`src/rtl/fetch_pkg.sv`:
```
// Shared types and constants for the instruction fetch / sequencing path.
// START_ADDR holds the entry point of each of the four selectable programs.
package fetch_pkg;

    localparam int PC_W        = 10;
    localparam int OFF_W       = 8;
    localparam int INSTR_W     = 9;
    localparam int OPCODE_W    = 3;
    localparam int REG_FIELD_W = 3;
    localparam int IMM_FIELD_W = 3;
    localparam int CNT_W       = 16;

    typedef enum logic [1:0] {
        IDLE = 2'd0,
        RUN  = 2'd1,
        HALT = 2'd2
    } fetch_state_t;

    localparam logic [PC_W-1:0] START_ADDR [4] = '{10'd0, 10'd128, 10'd256, 10'd384};

endpackage

```
`src/rtl/fetch_sequencer_next_pc.sv`:
```
// next_pc_calc: combinational next-PC selection (hold, sequential, or taken branch).
// Arithmetic wraps modulo 2^PC_W; the offset is sign-extended, so -1 taken spins in place.
module next_pc_calc
    import fetch_pkg::*;
(
    input  logic [PC_W-1:0]  pc,
    input  logic             branch_en,
    input  logic             flag_hit,
    input  logic [OFF_W-1:0] branch_off,
    input  logic             stall,
    output logic [PC_W-1:0]  next_pc
);

    logic [PC_W-1:0] seq_pc;
    logic [PC_W-1:0] off_ext;

    assign seq_pc  = pc + {{(PC_W-1){1'b0}}, 1'b1};
    assign off_ext = {{(PC_W-OFF_W){branch_off[OFF_W-1]}}, branch_off};

    // Stall holds, a taken branch is relative to the following instruction
    always_comb begin
        next_pc = seq_pc;
        if (stall) begin
            next_pc = pc;
        end else if (branch_en && flag_hit) begin
            next_pc = seq_pc + off_ext;
        end
    end

endmodule

```
`src/rtl/fetch_sequencer.sv`:
```
// fetch_sequencer: owns the PC, runs the req/run/ack handshake and gates the instruction word.
// Optional executed-instruction counter enabled by defining FETCH_CYCLE_COUNT_EN.
//
// state | meaning
// IDLE  | out of reset, waiting for the first req
// RUN   | fetching one instruction per cycle
// HALT  | program finished, ack high until the next req restarts
module fetch_sequencer
    import fetch_pkg::*;
(
    input  logic               clk,
    input  logic               reset,
    input  logic               req,
    input  logic [1:0]         prog_sel,
    input  logic [INSTR_W-1:0] instr_in,
    input  logic               stall,
    input  logic               branch_en,
    input  logic               flag_hit,
    input  logic [OFF_W-1:0]   branch_off,
    input  logic               halt,
    output logic [PC_W-1:0]    pc,
    output logic [INSTR_W-1:0] instr,
    output logic               run,
    output logic               ack,
    output logic [CNT_W-1:0]   cycle_cnt
);

    fetch_state_t    state_q;
    fetch_state_t    state_d;
    logic [PC_W-1:0] next_pc;
    logic            start_load;
    logic            pc_adv;

    next_pc_calc u_next_pc (
        .pc         (pc),
        .branch_en  (branch_en),
        .flag_hit   (flag_hit),
        .branch_off (branch_off),
        .stall      (stall),
        .next_pc    (next_pc)
    );

    // State register
    always_ff @(posedge clk or posedge reset) begin
        if (reset) begin
            state_q <= IDLE;
        end else begin
            state_q <= state_d;
        end
    end

    // Next-state: req is only honoured outside RUN, halt ends a program
    always_comb begin
        state_d = state_q;
        case (state_q)
            IDLE:    if (req)  state_d = RUN;
            RUN:     if (halt) state_d = HALT;
            HALT:    if (req)  state_d = RUN;
            default: state_d = IDLE;
        endcase
    end

    // Handshake outputs and PC control strobes decoded from the current state
    always_comb begin
        run        = (state_q == RUN);
        ack        = (state_q == HALT);
        start_load = (state_q != RUN) && req;
        pc_adv     = (state_q == RUN) && !halt;
    end

    // Program counter: load entry point on start, otherwise follow next_pc while running
    always_ff @(posedge clk or posedge reset) begin
        if (reset) begin
            pc <= '0;
        end else if (start_load) begin
            pc <= START_ADDR[prog_sel];
        end else if (pc_adv) begin
            pc <= next_pc;
        end
    end

    assign instr = run ? instr_in : '0;

`ifdef FETCH_CYCLE_COUNT_EN
    logic [CNT_W-1:0] cnt_q;

    // Count executed instructions (halting one included), saturating, cleared on start
    always_ff @(posedge clk or posedge reset) begin
        if (reset) begin
            cnt_q <= '0;
        end else if (start_load) begin
            cnt_q <= '0;
        end else if (run && (halt || !stall) && (cnt_q != {CNT_W{1'b1}})) begin
            cnt_q <= cnt_q + {{(CNT_W-1){1'b0}}, 1'b1};
        end
    end

    assign cycle_cnt = cnt_q;
`else
    assign cycle_cnt = '0;
`endif

endmodule

```
`config.mk`:
```
export PLATFORM = sky130hd
export DESIGN_NAME = fetch_sequencer
export DESIGN_NICKNAME = d
export VERILOG_FILES = /design/src/rtl/fetch_pkg.sv /design/src/rtl/fetch_sequencer_next_pc.sv /design/src/rtl/fetch_sequencer.sv
export SDC_FILE = /design/constraint.sdc
export NUM_CORES = 1
export LEC_CHECK = 0
export ABC_AREA = 1
export CAP_MARGIN = 0
export CELL_PAD_IN_SITES_DETAIL_PLACEMENT = 1
export CELL_PAD_IN_SITES_GLOBAL_PLACEMENT = 2
export CORE_UTILIZATION = 23
export CTS_CLUSTER_DIAMETER = 60
export DETAILED_ROUTE_END_ITERATION = 7
export GPL_TIMING_DRIVEN = 0
export PLACE_DENSITY_LB_ADDON = 0.15
export SETUP_SLACK_MARGIN = 0.02
export SLEW_MARGIN = 10
export SYNTH_ARGS = -nofsm -noshare
export SYNTH_HDL_FRONTEND = slang
export SYNTH_SLANG_ARGS = --single-unit
```
`constraint.sdc`:
```
create_clock -name clk -period 7.32 [get_ports clk]
set_clock_uncertainty 0.2 [all_clocks]
set_input_delay 2.196 -clock clk [delete_from_list [all_inputs] [get_ports clk]]
set_output_delay 2.196 -clock clk [all_outputs]
set_load 0.005 [all_outputs]
```
# == Word-level counts from Yosys, hierarchy flattened ==
# Index checks and enable logic that the tools add are counted.
# word_totals
ff_bits,12
inputBits,26
output_inout_bits,37
elab_cells,32
# op_classes
addsub,2
order_cmp,1
n_eq_ne,6
mux,11
n_bitwise,1
reduce_logical,9
# ops
op,n
10-bit 2-to-1 mux,6
10-bit binary-select mux with 2-bit select,1
10-bit by 1-bit adder with 10-bit output (second input constant),1
10-bit adder,1
9-bit 2-to-1 mux,1
2-bit by 1-bit != test with 1-bit output (second input constant),3
2-bit 2-to-1 mux,2
2-bit one-hot mux with 2 select lines,1
2-bit AND reduction,2
3-bit >= comparator (second input constant),1
1-bit logical AND,3
2-bit NOT with 3-bit output,1
2-bit by 1-bit == test with 1-bit output (second input constant),1
2-bit == test (second input constant),1
2-bit zero test,1
2-bit != test (second input constant),1
2-bit nonzero test,1
2-bit OR reduction,1
1-bit zero test,1

# == Depth between registers and ports, before layout ==
# Gate-level depths: netlist of the first run.
# depth
word_depth,6
depth_mapped,17
depth_no_buf,17

# == Hierarchy ==
# From an unflattened synthesis of the first run, not the netlist that was laid out.
# hier_totals
cells_unflattened,262
area_unflattened_um2,1565.3
# by_module_without_submodules
mod,n_inst,cells_each,area_per_inst_um2,seq_area_each_um2
next_pc_calc,1,161,833.3,0.0
fetch_sequencer,1,101,732.0,300.3

# == Worst setup path before layout of the first run ==
# Ideal clock, no wire load.
# synth_path
kind,input to output
start,in instr_in[0]
end,out instr[0]
arrival_ps,2326
required_time_ps,4924
path_slack_ps,2598
path_stages,2
n_path_buf,0
cell_sequence,inv_1 nor2_1
# synth_via
elab_chain_len,1
# synth_lines
item,line_no,rtl
"start, declared",fetch_sequencer.sv:15,"input logic [INSTR_W-1:0] instr_in,"
9-bit 2-to-1 mux,fetch_sequencer.sv:82,assign instr = run ? instr_in : '0;
"end, declared",fetch_sequencer.sv:22,"output logic [INSTR_W-1:0] instr,"
# No other way between the ends.

# == Worst setup path after layout of the first run ==
# layout_path
start,in instr_in[2]
end,out instr[2]
# The elaborated chain is that of the path after synthesis.

==> results of run 1 <==
worst max-delay path: stages:
cell,delay (ps)
clkdlybuf4s50_1,460
inv_1,40
nor2_1,90
clkdlybuf4s50_1,520
cell type report:
cell class,instances,area [um2],share of cell area [%]
multi-input combinational,177,942,43.9
timing repair buffer,46,460,21.5
sequential,12,300,14.0
inverter,41,154,7.17
buffer,19,140,6.53
tap,75,93.8,4.37
clock buffer,4,55.1,2.57
routing by layer:
| metal | share of wire, % | track usage, % |
|---|---|---|
| met5 | 0 | 0 |
| met3 | 3.6 | 3.08 |
| met1 | 50 | 18.9 |
| met2 | 46 | 22.3 |
| met4 | 0.25 | 1.05 |
final timing paths:
path	start	end	slack (ps)	depth (start not counted)
hold reg to reg	state_q[0]	state_q[0]	290	1
min in group asynchronous	reset	pc[0]	2080	2
setup reg to reg	pc[0]	pc[8]	4420	16
setup / recovery	instr_in[2]	instr[2]	1610	4
max in group asynchronous	reset	pc[8]	4510	2
hold / removal	state_q[0]	state_q[0]	290	1
state kept, by name, indices dropped and copies added (netlist names):
signal and flops:
pc 10, state_q 2
metrics by stage:
stage | instances | worst slack (ps) | power, uW | util, % | cell area, um2
3_3_place_gp | 370 | 1640 | 322 | 34.5 | 2090
2_1_floorplan | 249 | 2600 | 230 | - | 1540
3_5_place_dp | 370 | 1600 | 325 | 34.5 | 2090
5_1_grt | 374 | 1530 | 436 | 35.4 | 2150
6_report | 374 | 1610 | 394 | 35.4 | 2150
4_1_cts | 374 | 1600 | 401 | 35.4 | 2150
power by group:
part           internal (uW)  leakage [uW]  total [uW]  switching (uW)
Clock                   47.6     0.0000288        74.1            26.4
Combinational            108      0.000967         223             115
Sequential              79.5      0.000159        97.0            17.5
Total                    235       0.00115         394             159
logic make-up (layout without fill, tap and decap cells):
kind of cell / Yosys count / in the layout / synth area share (%)
flops: 12 / 12 / 20.3
other cells: 1 / 16 / 0.253
xor+xnor: 5 / 5 / 2.96
compound gates: 27 / 27 / 10.3
fa+ha+maj: 12 / 12 / 10.7
simple gates: 116 / 116 / 35.0
mux: 1 / 1 / 0.676
buf+inv: 60 / 110 / 19.9
placed cells by master, fill, tap and decap left out, drive strengths merged:
cell           count
a22o               1
a21o               1
o22ai              1
mux2i              1
nor2              31
nand3b             1
ha                11
nand3             17
fa                 1
inv               40
nand4              5
dfrtp             12
o21bai             1
clkdlybuf4s50     46
a21oi              7
or2                3
xor2               5
buf               18
nand2             57
nor3               1
clkbuf             5
o211ai             3
clkinv             1
conb              16
o21ai             13
and2               1
==> metrics.md, run 1 <==
| Metric | Value |
|---|---|
| Clock Latency Late Sink | 250 ps |
| Pleak | 0.00115 uW |
| CP Launch Type | input port |
| TritonCTS sink count | 12 |
| Die span in y | 82.2 um |
| Power Density | 184 nW/um2 |
| Layout cells sized above 1 | 11.0% |
| Die area | 6760 um2 |
| Routability congestion estimate | 0.739 |
| CTS H-tree lvls | 1 |
| Post CTS Setup Buffer Count | 0 |
| Final worst path period share | 78.0% |
| Crit path arrival time | 3310 ps |
| RSZ-0062 raised after global routing | false |
| Final count of hold timing violations | 0 |
| Mapped cell area | 1480 um2 |
| Initial antenna violation count | 0 |
| Cells after Synth | 234 |
| Area Overhead vs Synth | 45.0% |
| Fillers | 791 |
| Final Setup Violations | 0 |
| Drt total wl | 4370 um |
| Worst setup EP type | output pin |
| Vias after detailed routing | 1558 |
| Setup TNS | 0 ps |
| First-pass detailed-route iteration total | 4 |
| # diodes | 0 |
| Final ANT Viol Nets | 0 |
| Chip width | 82.2 um |
| Worst-path clk slew | 50 ps |
| Post-CTS Resized | 0 |
| Clock Tree Buf Depth | 2 |
| HP Class | flip-flop to flip-flop |
| Vias in the first global route | 1506 |
| WP data required | 4920 ps |
| Layout Nets | 338 |
| Final worst path period need | 5710 ps |
| Post-synth cell types | 32 |
| DP HPWL | 3800 um |
| Synthesis-stage register bit count | 12 |
| CTS root buffer | clkbuf_8 |
| Number of core rows | 28 |
| Top FF cell, synth | dfrtp_1 |
| First-pass GRT wire length | 6960 um |
| CTS tree | done |
| CP Max Fanout | 1 |
| Fmax | 175 MHz |
| Max-cap violation count | 0 |
| Max-slew violations | 0 |
| I/O Buffers | 46 |
| WHS | 293 ps |
| Status | finished clean |
| Hold_buf cts | 0 |
| Area share of the leading cell type in the synthesized netlist | 20.3% |
| Pin count of the biggest net entering global routing | 13 |
| WS Path Type | input port to output pin |
| Post-synth EDFFs | 0 |
| Synth warn | 0 |
| GRT overflow | 0 |
| First DRT Iteration DRCs | 59 |
| Vias/cell | 4.17 |
| CTS Buf Count | 3 |
| Peak VDD IR | 0.0734 mV |
| Synth top area cells | dfrtp_1 (20%), nand2_1 (14%), inv_1 (9.9%) |
| Commonest cells in the netlist | nand2_1 (56), inv_1 (39), nor2_1 (27), buf_4 (17), nand3_1 (17) |
| Core Region | 6060 um2 |
| Post-synthesis sequential area ratio | 20.3% |
| Initial core utilization | 24.4% |
| DRC violations left | 0 |
| All-Layer GR Usage | 13.6% |
| Count leader, synth | nand2_1 |
| Mean Syn Cell Area | 6.33 um2 |
| Ys async rst share | 100% |
| # IOs | 63 |
| Yosys top cell by area | dfrtp_1 |
| Post-detailed-route wirelength per cell | 11.7 um |
Power figures use the tool's default switching activity.
==> run 2: changes to the inputs <==
--- a/config.mk
+++ b/config.mk
@@ -9,7 +9,7 @@
 export CAP_MARGIN = 0
 export CELL_PAD_IN_SITES_DETAIL_PLACEMENT = 1
 export CELL_PAD_IN_SITES_GLOBAL_PLACEMENT = 2
-export CORE_UTILIZATION = 23
+export CORE_UTILIZATION = 21
 export CTS_CLUSTER_DIAMETER = 60
 export DETAILED_ROUTE_END_ITERATION = 7
 export GPL_TIMING_DRIVEN = 0
==> constraint.sdc (replaced) <==
create_clock -name clk -period 5.3 [get_ports clk]
set_clock_uncertainty 0.2 [all_clocks]
set_input_delay 1.59 -clock clk [delete_from_list [all_inputs] [get_ports clk]]
set_output_delay 1.59 -clock clk [all_outputs]
set_load 0.005 [all_outputs]
==> metrics.md, run 2 (synthesized netlist as in run 1, its figures left out) <==
| Metric | Value |
|---|---|
| WP data required | 3510 ps |
| Pleak | 0.00115 uW |
| Initial core utilization | 21.8% |
| First DRT Iteration DRCs | 48 |
| Max reg flops | 10 |
| Slowest CP cell | clkdlybuf4s50_1 |
| Layout Nets | 338 |
| First-pass GRT wire length | 7130 um |
| Vias after detailed routing | 1579 |
| Power Density | 251 nW/um2 |
| Final Setup Violations | 0 |
| Register area | 300 um2 |
| Initial antenna violation count | 0 |
| Number of core rows | 30 |
| Die area | 7390 um2 |
| Vias in the first global route | 1453 |
| Worst-path clk slew | 50 ps |
| CTS root buffer | clkbuf_8 |
| Hold_buf cts | 0 |
| CP Max Fanout | 1 |
| Crit path arrival time | 2690 ps |
| Cell Area, Placed | 2120 um2 |
| Post-CTS Resized | 0 |
| # IOs | 63 |
| DP HPWL | 3760 um |
| Worst setup EP type | output pin |
| Most common cell after layout, fill and taps aside | nand2_1 |
| GRT overflow | 0 |
| Final count of hold timing violations | 0 |
| Vias/cell | 4.00 |
| # diodes | 0 |
| Max-slew violations | 0 |
| Worst path cell trace | clkdlybuf4s50_1, inv_1, nor2_1, clkdlybuf4s50_1 |
| Die span in y | 86.0 um |
| Chip width | 86.0 um |
| Routability congestion estimate | 0.793 |
| WS Path Type | input port to output pin |
| Peak VDD IR | 0.0864 mV |
| CP Launch Type | input port |
| Drt total wl | 4380 um |
| Area Overhead vs Synth | 46.7% |
| Max incr delay on CP | 510 ps |
| Most frequent CP cell | clkdlybuf4s50_1 |
| Max-cap violation count | 0 |
| TritonCTS sink count | 12 |
| Core Region | 6790 um2 |
| Final worst path period need | 4480 ps |
| Finished layout cell area | 2170 um2 |
| Clock Tree Buf Depth | 2 |
| Status | finished clean |
| CTS Buf Count | 3 |
| Commonest non-fill, non-tap cells in the layout | nand2_1 (56), clkdlybuf4s50_1 (46), inv_1 (39), nor2_1 (27) |
| Pin count of the biggest net entering global routing | 13 |
| Clock Latency Late Sink | 240 ps |
| Post-detailed-route wirelength per cell | 11.1 um |
| End-of-flow core utilization | 32.0% |
| Final worst path period share | 84.6% |
| Pre-CTS WS | 820 ps |
| All-Layer GR Usage | 12.3% |
| DRC violations left | 0 |
| CTS H-tree lvls | 1 |
| Setup ws final | 817 ps |
| Area of the multi-input gates | 942 um2 |
| CTS tree | done |
| Fillers | 891 |
| Setup TNS | 0 ps |
| Post CTS Setup Buffer Count | 0 |
| First-pass detailed-route iteration total | 4 |
| I/O Buffers | 46 |
| Fmax | 223 MHz |
| RSZ-0062 raised after global routing | false |
| Total Power | 545 uW |
| Final ANT Viol Nets | 0 |
| HP Class | flip-flop to flip-flop |
| Largest Register | pc |
| Largest registers | pc (10), state_q (2) |
| Layout cells sized above 1 | 11.0% |
==> run 2: path summary, 6_finish.rpt <==
check	startpoint	end	slack, ps	cells after the start
min in group asynchronous	reset	pc[5]	1460	2
worst max register to register	pc[0]	pc[9]	2480	16
max in group asynchronous	reset	state_q[0]	3110	2
worst max-delay path	instr_in[7]	instr[7]	820	4
worst min-delay path	state_q[0]	state_q[0]	290	1
worst min register to register	state_q[0]	state_q[0]	290	1
==> run 2: report_power, final <==
part	total, uW	internal [uW]	switching, uW
logic	308	149	160
clock network	103	65.8	36.8
registers	134	110	24.2
==> run 2: cell type report <==
class / instances / share of cell area (%)
sequential: 12 / 13.8
tap: 96 / 5.53
clock buffer: 4 / 2.53
timing repair buffer: 46 / 21.2
inverter: 41 / 7.09
multi-input combinational: 177 / 43.4
buffer: 19 / 6.45
==> run 2: routing by layer <==
metal / track usage, % / vias to the layer above / part of all wire, % / wire length, um
met5: 0 / - / 0 / 0
met4: 1.82 / 0 / 0.62 / 27
met3: 2.12 / 5 / 3.3 / 146
met2: 20.2 / 38 / 47 / 2050
met1: 17.0 / 707 / 49 / 2150
li1: - / 829 / - / -
==> run 2: critical path: cells and delay by family <==
| kind | cells | cell delay [ps] |
|---|---|---|
| simple gates | 1 | 100 |
| buf+inv | 3 | 990 |
==> run 2: through the flow <==
| step | hold slack [ps] | cells |
|---|---|---|
| final | 289 | 395 |
| after global routing | 349 | 395 |
| after CTS | 290 | 395 |
| after detailed placement | 282 | 391 |
| after global placement | 287 | 391 |
| after floorplan | 259 | 249 |
